## src/rtl/mem_bridge.sv

```systemverilog
// mem_bridge
//   Connects the core's instruction-fetch port and load/store port to the
//   RAMHelper simulation memory. RAMHelper has one read port and one write port.
//   Both core ports share these, and load/store wins any conflict. Byte
//   addresses become 64-bit word indices. Stores are lane-shifted and masked.
//   Load data is realigned and sign- or zero-extended. Every accepted request
//   gets a response exactly one cycle after its grant.
//
// Ports
//   clk, rst           core clock, asynchronous active-high reset
//   if_*               fetch request/grant, 32-bit instruction response
//   ls_*               load/store request/grant, 64-bit response, misalign error
//   ram_ren/ridx       RAMHelper read port (data returns next cycle on ram_rdata)
//   ram_wen/widx/...   RAMHelper write port with per-bit write mask
module mem_bridge #(
  parameter logic [63:0] RAM_BASE = 64'h0000_0000_8000_0000,
  parameter int          IDX_W    = 64
) (
  input  logic             clk,
  input  logic             rst,
  input  logic             if_req,
  input  logic [63:0]      if_addr,
  output logic             if_gnt,
  output logic             if_rvalid,
  output logic [31:0]      if_rdata,
  input  logic             ls_req,
  input  logic             ls_we,
  input  logic [63:0]      ls_addr,
  input  logic [1:0]       ls_size,
  input  logic             ls_unsigned,
  input  logic [63:0]      ls_wdata,
  output logic             ls_gnt,
  output logic             ls_rvalid,
  output logic [63:0]      ls_rdata,
  output logic             ls_err,
  output logic             ram_ren,
  output logic [IDX_W-1:0] ram_ridx,
  input  logic [63:0]      ram_rdata,
  output logic             ram_wen,
  output logic [IDX_W-1:0] ram_widx,
  output logic [63:0]      ram_wdata,
  output logic [63:0]      ram_wmask
);

  typedef enum logic [2:0] {
    RSP_NONE,
    RSP_IF,
    RSP_LD,
    RSP_ST,
    RSP_ERR
  } rspState_t;

  rspState_t  rspState;
  logic [2:0] rspOff;
  logic [1:0] rspSize;
  logic       rspUnsigned;

  logic             lsGnt;
  logic             ifGnt;
  logic             lsMisaligned;
  logic             lsLoad;
  logic             lsStore;
  logic [2:0]       alignMask;
  logic [63:0]      sizeMask;
  logic [5:0]       laneShift;
  logic [63:0]      ifRel;
  logic [63:0]      lsRel;
  logic [IDX_W-1:0] ifIdx;
  logic [IDX_W-1:0] lsIdx;
  logic [63:0]      ldShifted;
  logic [63:0]      ldExt;

  // Access-size decode: low address bits that must be zero, and byte-lane mask.
  always_comb begin
    alignMask = 3'b000;
    sizeMask  = 64'h0000_0000_0000_00FF;
    case (ls_size)
      2'd0: begin alignMask = 3'b000; sizeMask = 64'h0000_0000_0000_00FF; end
      2'd1: begin alignMask = 3'b001; sizeMask = 64'h0000_0000_0000_FFFF; end
      2'd2: begin alignMask = 3'b011; sizeMask = 64'h0000_0000_FFFF_FFFF; end
      2'd3: begin alignMask = 3'b111; sizeMask = 64'hFFFF_FFFF_FFFF_FFFF; end
      default: ;
    endcase
  end

  assign lsMisaligned = |(ls_addr[2:0] & alignMask);

  // Grants are gated by rst so every output is quiet while reset is held.
  assign lsGnt  = ls_req & ~rst;
  assign ifGnt  = if_req & ~ls_req & ~rst;
  assign if_gnt = ifGnt;
  assign ls_gnt = lsGnt;

  // A misaligned access is granted but does not touch memory.
  assign lsLoad  = lsGnt & ~ls_we & ~lsMisaligned;
  assign lsStore = lsGnt & ls_we & ~lsMisaligned;

  // Word index relative to RAM_BASE. This wraps modulo 2^64, so addresses
  // below RAM_BASE alias high indices. No range check is done.
  assign ifRel = if_addr - RAM_BASE;
  assign lsRel = ls_addr - RAM_BASE;
  assign ifIdx = IDX_W'(ifRel >> 3);
  assign lsIdx = IDX_W'(lsRel >> 3);

  assign laneShift = {ls_addr[2:0], 3'b000};

  assign ram_ren   = lsLoad | ifGnt;
  assign ram_ridx  = lsLoad ? lsIdx : (ifGnt ? ifIdx : '0);
  assign ram_wen   = lsStore;
  assign ram_widx  = lsStore ? lsIdx : '0;
  assign ram_wdata = lsStore ? (ls_wdata << laneShift) : 64'd0;
  assign ram_wmask = lsStore ? (sizeMask << laneShift) : 64'd0;

  // Response tag. It is reloaded every cycle, so it falls back to RSP_NONE
  // whenever nothing was granted. The valid and error flags are registered
  // next to the tag. The data paths stay combinational because RAMHelper
  // only presents ram_rdata in the response cycle.
  always_ff @(posedge clk or posedge rst) begin
    if (rst) begin
      rspState    <= RSP_NONE;
      rspOff      <= 3'd0;
      rspSize     <= 2'd0;
      rspUnsigned <= 1'b0;
      if_rvalid   <= 1'b0;
      ls_rvalid   <= 1'b0;
      ls_err      <= 1'b0;
    end else begin
      rspState  <= RSP_NONE;
      if_rvalid <= 1'b0;
      ls_rvalid <= 1'b0;
      ls_err    <= 1'b0;
      if (lsGnt) begin
        ls_rvalid <= 1'b1;
        if (lsMisaligned) begin
          rspState <= RSP_ERR;
          ls_err   <= 1'b1;
        end else if (ls_we) begin
          rspState <= RSP_ST;
        end else begin
          rspState    <= RSP_LD;
          rspOff      <= ls_addr[2:0];
          rspSize     <= ls_size;
          rspUnsigned <= ls_unsigned;
        end
      end else if (ifGnt) begin
        rspState  <= RSP_IF;
        if_rvalid <= 1'b1;
        // For fetches, only bit 2 matters. It selects the 32-bit half.
        rspOff    <= {if_addr[2], 2'b00};
      end
    end
  end

  assign ldShifted = ram_rdata >> {rspOff, 3'b000};

  always_comb begin
    ldExt = 64'd0;
    case (rspSize)
      2'd0: ldExt = rspUnsigned ? {56'd0, ldShifted[7:0]}
                                : {{56{ldShifted[7]}}, ldShifted[7:0]};
      2'd1: ldExt = rspUnsigned ? {48'd0, ldShifted[15:0]}
                                : {{48{ldShifted[15]}}, ldShifted[15:0]};
      2'd2: ldExt = rspUnsigned ? {32'd0, ldShifted[31:0]}
                                : {{32{ldShifted[31]}}, ldShifted[31:0]};
      2'd3: ldExt = ldShifted;
      default: ;
    endcase
  end

  assign if_rdata = (rspState == RSP_IF)
                  ? (rspOff[2] ? ram_rdata[63:32] : ram_rdata[31:0])
                  : 32'd0;
  assign ls_rdata = (rspState == RSP_LD) ? ldExt : 64'd0;

endmodule

```

## config.mk

```make
export PLATFORM = sky130hd
export DESIGN_NAME = mem_bridge
export DESIGN_NICKNAME = d
export VERILOG_FILES = /design/src/rtl/mem_bridge.sv
export SDC_FILE = /design/constraint.sdc
export NUM_CORES = 1
export LEC_CHECK = 0
export BUFFER_PORTS_ARGS = -buffer_cell sky130_fd_sc_hd__clkbuf_2
export CAP_MARGIN = 0
export CORE_AREA = 3 3 245 247
export DETAILED_ROUTE_END_ITERATION = 8
export DIE_AREA = 0 0 248 250
export HOLD_SLACK_MARGIN = 0.06
export PLACE_DENSITY = 0.4
export SYNTH_ARGS = -nofsm -noshare
export SYNTH_HDL_FRONTEND = slang
export SYNTH_SLANG_ARGS = --single-unit
```

## constraint.sdc

```tcl
create_clock -name clk -period 4.12 [get_ports clk]
set_input_delay 0.206 -clock clk [delete_from_list [all_inputs] [get_ports clk]]
set_output_delay 0.206 -clock clk [all_outputs]
set_load 0.02 [all_outputs]
```

**Yosys cells after proc, flatten, opt, wreduce, memory -nomap -nowiden**

Cells that the tools add are included.

- Register bits after elaboration: 12

- $add $sub $neg: 2
- Shifts and indexed selects: 3
- Eq/ne operators: 10
- Multiplexer cells: 27
- Reductions and logical operators: 6
- Bitwise operators: 13

Operators with widths:

| operator | number |
|---|---|
| 64-bit one-hot mux with 4 select lines | 2 |
| 64-bit 2-to-1 mux | 6 |
| 61-bit 2-to-1 mux | 3 |
| 64-bit by 6-bit left shift with 64-bit output | 2 |
| 64-bit by 32-bit subtractor with 64-bit output, second input constant | 2 |
| 32-bit 2-to-1 mux | 2 |
| 64-bit by 6-bit right shift with 64-bit output | 1 |
| 3-bit 2-to-1 mux | 6 |
| 3-bit one-hot mux with 4 select lines | 1 |
| 2-bit == test, second input constant | 4 |
| 1-bit bitwise AND | 7 |
| 1-bit 2-to-1 mux | 7 |
| 3-bit AND reduction | 2 |
| 2-bit by 1-bit == test with 1-bit output, second input constant | 2 |
| 2-bit zero test | 2 |
| 2-bit inequality test, second input constant | 2 |
| 1-bit NOT | 4 |
| 3-bit bitwise AND | 1 |
| 3-bit by 1-bit == test with 1-bit output, second input constant | 1 |
| 3-bit by 2-bit == test with 1-bit output, second input constant | 1 |
| 3-bit OR reduction | 1 |
| 2-bit nonzero test | 1 |
| 1-bit OR | 1 |

**Longest topological paths before layout**

Gate-level depths: netlist of run 1.

- Depth in word-level cells: 7
- Depth in mapped cells: 9
- Depth with buffers taken out: 7

**Worst setup path before layout of run 1**

No wires, ideal clock.

- Path type: input-to-output
- From: input port ls_addr[1]
- To: output port ram_wmask[49]
- Path buffers: 5
- Cell stages on the path: 7
- Arrival: 3.582 ns
- Path slack: 0.332 ns
- Cells stage by stage: buf_2 -> buf_2 -> clkbuf_1 -> clkbuf_1 -> nor3_1 -> a2111oi_0 -> buf_4

- Cells in the longest elaborated chain, start to end: 5
- Elaborated cells between the ends (all ways): 6

Ends and longest elaborated chain:

| item | RTL line | text |
|---|---|---|
| from (decl) | 28 | `input logic [63:0] ls_addr,` |
| parallel branches: the longest is 4 deep, another holds 64-bit by 6-bit left shift with 64-bit output | -- |  |
| 64-bit 2-to-1 mux (*) | 112 | `assign ram_wmask = lsStore ? (sizeMask << laneShift) : 64'd0;` |
| to (decl) | 42 | `output logic [63:0] ram_wmask` |

Mark *: on every way between the ends.

**Worst setup path after layout of run 1**

- From: input port rst
- To: output port ram_wdata[5]

- Cells in the longest elaborated chain, start to end: 5

Ends and longest elaborated chain:

| item | RTL line | text |
|---|---|---|
| from (decl) | 20 | `input logic rst,` |
| 1-bit NOT | 89 | `assign lsGnt = ls_req & ~rst;` |
| 1-bit bitwise AND | 89 |  |
| 1-bit bitwise AND (2 in a row) | 96 | `assign lsStore = lsGnt & ls_we & ~lsMisaligned;` |
| 64-bit 2-to-1 mux | 111 | `assign ram_wdata = lsStore ? (ls_wdata << laneShift) : 64'd0;` |
| to (decl) | 41 | `output logic [63:0] ram_wdata,` |

No other way between the ends.

==> impl_results.md, run 1 <==
- Period minus WS final: 3.49 ns
- Die Y-Extent: 250 um
- Via density: 4.49
- Worst setup SP type: input pin
- Synth area leaders: mux2i_1, nor2_1, mux4_2
- Post-route setup slack: 0.630 ns
- Port-buffer cells: 614
- Largest net degree at the start of global routing: 67
- Post_cts resized: 0
- CP endpoint kind: primary output
- Initial core utilization: 13.5%
- Top FF cell, synth: dfrtp_1
- Worst-path cell chain: dlygate4sd3_1, clkbuf_2, inv_1, buf_4, nand2_1, clkinv_1, o2111ai_4, or2_2, nor3_2, buf_4, and2_1, clkbuf_2
- Pre-CTS setup slack: 1.14 ns
- Initial antenna violation count: 6
- Max-Slew Margin vs Limit: 35.8%
- WL final: 49400 um
- Synth warn: 0
- FFs w/ async S/R, synth: 100%
- Cells after Synth: 1133
- Setup_tns: 0 ns
- Number of global-route vias before repair: 10549
- Syn Std Cell Area: 0.00782 mm^2
- Overall Global Routing Usage: 14.7%
- H-tree levels: 1
- Post-route DRC: 0
- Nets: 1895
- Routed WL per cell: 20.6 um
- Post-DRT Antenna Nets: 0
- Placed Area: 0.0113 mm^2
- Run status: completed
- Max incr delay on CP: 0.56 ns
- MaxCap Viol Count: 0
- Largest area contributor in the netlist: mux2i_1
- Distinct cell type count of the synthesized netlist: 60
- Ratio of total power to cell area: 164 mW/mm^2
- Layout Utilization: 19.7%
- RD Place Congestion: 0.890
- Share of layout cells above drive strength 1: 45.5%
- Flops & latches, synth: 11
- Die area: 0.0620 mm^2
- Critical Path AT: 3.28 ns
- 1st-pass router iterations: 6
- # setup viols final: 0
- Syn_area_per_cell: 6.90 um^2
- Max VDD drop: 0.0942 mV
- P&R area growth vs syn: 45.8%
- First-pass GRT wire length: 70100 um
- Crit path kind: input pin to primary output
- Final Hold Fails: 0
- Fin. max-slew vios: 0
- 1st-iter DRT viols: 463
- Total gr overflow: 0
- CTS Hold Bufs: 1
- Slowest CP cell: dlygate4sd3_1
- Finished Cell Area: 0.0114 mm^2
- Clk_skew: 0 ns
- HP Class: input pin to flop
- Seq/Total Area, Yosys: 3.52%
- Fmax: 0.287 GHz
- Clk slew on worst S/H paths: 0.04 ns
- Clock Tree Root: clkbuf_16
- Data required, critical path: 3.91 ns
- Yosys top cell area share: 18.6%
- Ports: 623
- Via count: 10758
- Worst-skew pair later-pin latency: 0.24 ns
- Crit path buffers/inverters: 7
- # rows: 88
- Clock tree buffer depth: 2
- Number of synthesized flops with an enable pin: 0
- Core area: 0.0578 mm^2
- WHS: 0.229 ns
- Setup Fix Bufs, Post-CTS: 0
- Leak pwr: 5.65 nW
- Clock sink count: 11
- HPWL Detailed: 40900 um
- Critical path's top delay family: buffers and inverters
- CTS tree: yes
- Crit-path max FO: 19
- Measured slew at the worst slew-check pin: 0.961 ns
- Tcrit/Tclk final: 84.7%
- Die span in x: 248 um
- RSZ-0062 raised after global routing: no
- Num CTS Buffers: 3
worst paths after layout:
path / startpoint / endpoint / slack [ns] / depth (start not counted)
worst max-delay path: rst / ram_wdata[5] / 0.63 / 12
worst min-delay path: ls_unsigned / rspUnsigned / 0.23 / 2
worst max register to register: rspOff[2] / rspOff[2] / 2.63 / 3
worst min register to register: rspOff[0] / rspOff[0] / 0.59 / 2
max in group asynchronous: rst / rspOff[2] / 3.37 / 4
min in group asynchronous: rst / rspUnsigned / 0.58 / 4
synth_stat cells (28+ instances only):
cell and instances:
a211oi_1 28, a21oi_1 92, a22o_1 28, and3_1 30, buf_4 63, clkbuf_1 68
mux2_2 34, mux2i_1 145, nand2_1 93, nor2_1 171, o21ai_0 30, o22ai_1 30
xor2_1 38
where the power goes:
group	total [mW]	internal [mW]	switching, mW
registers	0.146	0.123	0.0235
clock network	0.180	0.129	0.0509
logic	1.54	0.566	0.978
cells in the final DEF, fill, tap and decap left out, types with 8 or more instances in the layout:
cell / instances
o22ai_1: 30
xor2_1: 38
o22a_1: 16
mux4_2: 23
xnor2_1: 23
clkbuf_2: 612
a211oi_1: 28
o21ai_0: 30
nand3_1: 14
nor2b_1: 21
dfrtp_1: 8
mux2i_1: 145
a22o_1: 28
and3_1: 30
inv_1: 14
nor2_1: 171
nand4b_1: 8
buf_4: 40
nand2_1: 93
mux2_2: 34
nor4_1: 8
nor3_1: 14
a21oi_1: 92
and2_1: 17
cells by family (layout without fill, tap and decap cells):
kind of cell | Yosys count | in the layout | synth area share [%]
AND/OR/NAND/NOR | 421 | 421 | 26.3
adder cells (fa/ha/maj) | 2 | 2 | 0.320
buffers and inverters | 185 | 675 | 12.2
other | 1 | 8 | 0.0480
flip-flops | 11 | 11 | 3.52
XOR/XNOR | 61 | 61 | 6.83
multiplexers | 202 | 202 | 30.1
AO/OA/AOI/OAI | 250 | 250 | 20.7
per-stage QoR:
step	cells	power [mW]
6_report	2395	1.87
5_1_grt	2394	2.00
4_1_cts	2393	1.89
3_5_place_dp	2388	1.69
3_3_place_gp	2388	1.69
2_1_floorplan	1138	1.09
routing by layer:
metal	GRT usage [%]	vias up	part of all wire [%]
met4	3.45	6	2.1
li1	-	5015	-
met2	27.5	538	51
met3	2.74	51	8.2
met5	0	-	0.073
met1	16.9	5148	39
sequential cells by signal, summed over array words and instances, names as in the netlist:
register	count
rspUnsigned	1
if_rvalid	1
rspState	3
ls_rvalid	1
rspSize	2
rspOff	3
cell type report:
class	instances	area, um^2
Antenna cell	2	5.00
Clock buffer	3	75.1
Clock inverter	1	5.00
Fill cell	6690	46400
Inverter	18	67.6
Multi-Input combinational cell	942	6640
Sequential cell	11	279
Tap cell	765	957
Timing Repair Buffer	653	3370
Note: power is estimated with default switching activity, not from simulation.
==> run 2, diff against run 1 <==
==> config.mk (replaced) <==
export PLATFORM = sky130hd
export DESIGN_NAME = mem_bridge
export DESIGN_NICKNAME = d
export VERILOG_FILES = /design/src/rtl/mem_bridge.sv
export SDC_FILE = /design/constraint.sdc
export NUM_CORES = 1
export LEC_CHECK = 0
export ABC_AREA = 1
export BUFFER_PORTS_ARGS = -buffer_cell sky130_fd_sc_hd__clkbuf_2
export CAP_MARGIN = 0
export CORE_AREA = 3 3 240 242
export DETAILED_ROUTE_END_ITERATION = 8
export DIE_AREA = 0 0 243 245
export HOLD_SLACK_MARGIN = 0.06
export PLACE_DENSITY = 0.44
export SYNTH_ARGS = -nofsm -noshare
export SYNTH_HDL_FRONTEND = slang
export SYNTH_SLANG_ARGS = --single-unit
==> constraint.sdc (replaced) <==
create_clock -name clk -period 2.91 [get_ports clk]
set_input_delay 0.1455 -clock clk [delete_from_list [all_inputs] [get_ports clk]]
set_output_delay 0.1455 -clock clk [all_outputs]
set_load 0.02 [all_outputs]
==> run 2 against run 1 <==
  * Critical path depth decreased by 2
  * Sequential share of layout area decreased by 0.20 points
  * Wire length increased by 20%
  * Clock skew unchanged
  * Register-to-register slack got worse by 0.63 ns
  * Non-clock buffer count unchanged
==> impl_results.md, run 2 <==
- Run status: completed
- P&R area growth vs syn: 38.1%
- # rows: 86 (-2.3%)
- Most common cell after layout, fill and taps aside: nand2_1
- Core area: 0.0553 mm^2 (-4.3%)
- 1st-pass router iterations: 7 (+1)
- Layout Utilization: 22.4% (+2.6 points)
- Flops & latches, synth: 11 (unchanged)
- Seq/Total Area, Yosys: 3.07% (-0.45 points)
- 1st-iter DRT viols: 1039 (+120%)
- Syn Std Cell Area: 0.00895 mm^2 (+14%)
- Via density: 4.42 (-1.6%)
- Initial core utilization: 16.2% (+2.7 points)
- H-tree levels: 1 (unchanged)
- Die span in x: 243 um (-2.0%)
- Synth area leaders: nand2_1, nor2_1, nand3_1
- Num CTS Buffers: 3 (unchanged)
- Ports: 623 (unchanged)
- Hold depth: 3 (+1)
- Largest net degree at the start of global routing: 72 (+7.5%)
- Die area: 0.0595 mm^2 (-4.0%)
- Crit-path max FO: 53 (+34)
- Clk slew on worst S/H paths: 0.04 ns (about the same)
- Nets: 2682 (+42%)
- Routed WL per cell: 18.7 um (-9.3%)
- Leak pwr: 7.21 nW (+28%)
- Setup_tns: 0 ns (unchanged)
- Worst-skew pair later-pin latency: 0.23 ns (about the same)
- Clock tree buffer depth: 2 (unchanged)
- Depth of the most critical reg-to-reg path: 2 (-1)
- Final Hold Fails: 0 (unchanged)
- Number of global-route vias before repair: 13199 (+25%)
- Ratio of total power to cell area: 242 mW/mm^2 (+48%)
- Data required, critical path: 2.76 ns (-1.15 ns)
- Commonest non-fill, non-tap cells in the layout: nand2_1, clkbuf_2, nor2_1, nand3_1, inv_1
- Tcrit/Tclk final: 95.0%
- Top FF cell, synth: dfrtp_1
- Critical path endpoint: ram_ridx[45]
- MaxCap Viol Count: 0 (unchanged)
- Clk_skew: 0 ns (unchanged)
- CP endpoint kind: primary output
- Cells after Synth: 1934 (+71%)
- Initial antenna violation count: 2 (-4)
- Syn_area_per_cell: 4.63 um^2 (-33%)
- HP Class: input pin to flop
- RD Place Congestion: 0.936 (+5.2%)
- WHS: 0.159 ns (-0.0703 ns)
- Worst setup SP type: input pin
- Number of synthesized flops with an enable pin: 0 (unchanged)
- Fmax: 0.362 GHz
- R2r endpoint: rspOff[1]
- R2R setup slack: 2.00 ns (-0.63 ns)
- Period minus WS final: 2.76 ns
- Max-Slew Margin vs Limit: 37.5% (+1.8 points)
- Yosys top cell area share: 29.9% (+11 points)
- Clock Tree Root: clkbuf_16
- WL final: 59200 um (+20%)
- Share of layout cells above drive strength 1: 29.7% (-16 points)
- Distinct cell type count of the synthesized netlist: 45 (-25%)
- Port-buffer cells: 614 (unchanged)
- # setup viols final: 0 (unchanged)
- RSZ-0062 raised after global routing: no
- Largest area contributor in the netlist: nand2_1
- Pwr Total: 3.00 mW (+60%)
- Most frequent cell after synthesis: nand2_1
- Synth warn: 0 (unchanged)
- Post-Place Cells: 3158 (+32%)
- CP Launch Point: rst
- Critical Path AT: 2.62 ns (-0.66 ns)
- HPWL Detailed: 50000 um (+22%)
- Clock sink count: 11 (unchanged)
- RR Startpoint: rspOff[1]
- CTS tree: yes
- Max VDD drop: 0.172 mV (+82%)
- Via count: 13992 (+30%)
- FFs w/ async S/R, synth: 100% (unchanged)
- First-pass GRT wire length: 85600 um (+22%)
- Layout fillers: 6835 (+2.2%)
- Crit path kind: input pin to primary output
- Largest regs: rspOff x3, rspState x3, rspSize x2
- Measured slew at the worst slew-check pin: 0.927 ns (-0.0343 ns)
- Final std cells w/o fill: 3165 (+32%)
- Most frequent cells after synthesis: nand2_1, nor2_1, nand3_1, inv_1, o21ai_0
- Fin. max-slew vios: 0 (unchanged)
- Post-DRT Antenna Nets: 0 (unchanged)
- Die Y-Extent: 245 um (-2.0%)
- Total gr overflow: 0 (unchanged)
- Overall Global Routing Usage: 18.7% (+4.1 points)
- Post-route DRC: 0 (unchanged)
==> run 2: changes by cell type after synthesis, sizes merged, moves of 30 or more <==
cell	delta
buf	+40
nand3	+194
mux2i	-143
nor2	+103
o21ai	+107
mux2	-34
and3	-30
nand2	+641
inv	+170
==> run 2: cells by family (layout without fill, tap and decap cells) <==
kind of cell	after synthesis	after routing	share of synthesized area, %
other cells	1	8	0.0419
simple gates	1247	1247	57.6
xor+xnor	21	21	2.05
compound gates	281	281	16.8
mux	2	2	0.224
buf+inv	369	845	19.9
fa+ha+maj	2	2	0.279
flops	11	11	3.07
==> run 2: power breakdown <==
part | internal [mW] | switching, mW
registers | 0.174 | 0.0244
clock network | 0.184 | 0.0641
logic | 0.761 | 1.79
total | 1.12 | 1.88
==> run 2: final cells by class <==
class,count,area (um^2),area share (%)
timing repair buffer,653,3430,27.7
clock buffer,4,78.8,0.637
sequential,11,278,2.25
tap,748,936,7.57
antenna,2,5.00,0.0405
inverter,188,709,5.74
multi-input combinational,1559,6930,56.0
==> run 2: critical path, stage by stage <==
cell and delay, ns:
dlygate4sd3_1 0.53, clkbuf_2 0.18, inv_2 0.11, buf_4 0.21, nand2_1 0.13, nor2_4 0.10
buf_4 0.50, nand3_1 0.23, o21ai_0 0.18, clkbuf_2 0.23
==> run 2: worst min-delay path by stage <==
| stage | to | slack, ns | start |
|---|---|---|---|
| 5_1_grt | rspUnsigned | 0.20 | ls_unsigned |
| 3_5_place_dp | if_rvalid | 0.31 | rst |
| 3_3_place_gp | if_rvalid | 0.31 | rst |
| 2_1_floorplan | if_rvalid | -0.05 | rst |
| 6_report | rspUnsigned | 0.16 | ls_unsigned |
| 4_1_cts | rspUnsigned | 0.16 | ls_unsigned |
==> run 2: metal layers <==
layer,vias up,track usage (%),wire (um)
met5,-,0,0
met4,0,3.18,1100
met3,48,3.21,4070
met2,575,33.4,28900
met1,6374,23.9,25000
li1,6995,-,-
==> run 2: per-stage QoR <==
step	area (um^2)	setup WS (ns)
floorplan	8970	0.710
finish	12400	0.145
global route	12400	0.0120
detailed placement	12300	0.300
global placement	12300	0.330
CTS	12400	0.0492
==> run 2: repair_timing <==
item                       CTS  global route
hold endpoints to repair     5             0
setup endpoints to repair    0            29
setup buffers                0             0
gates resized for setup      0             1
hold buffers                 1             0
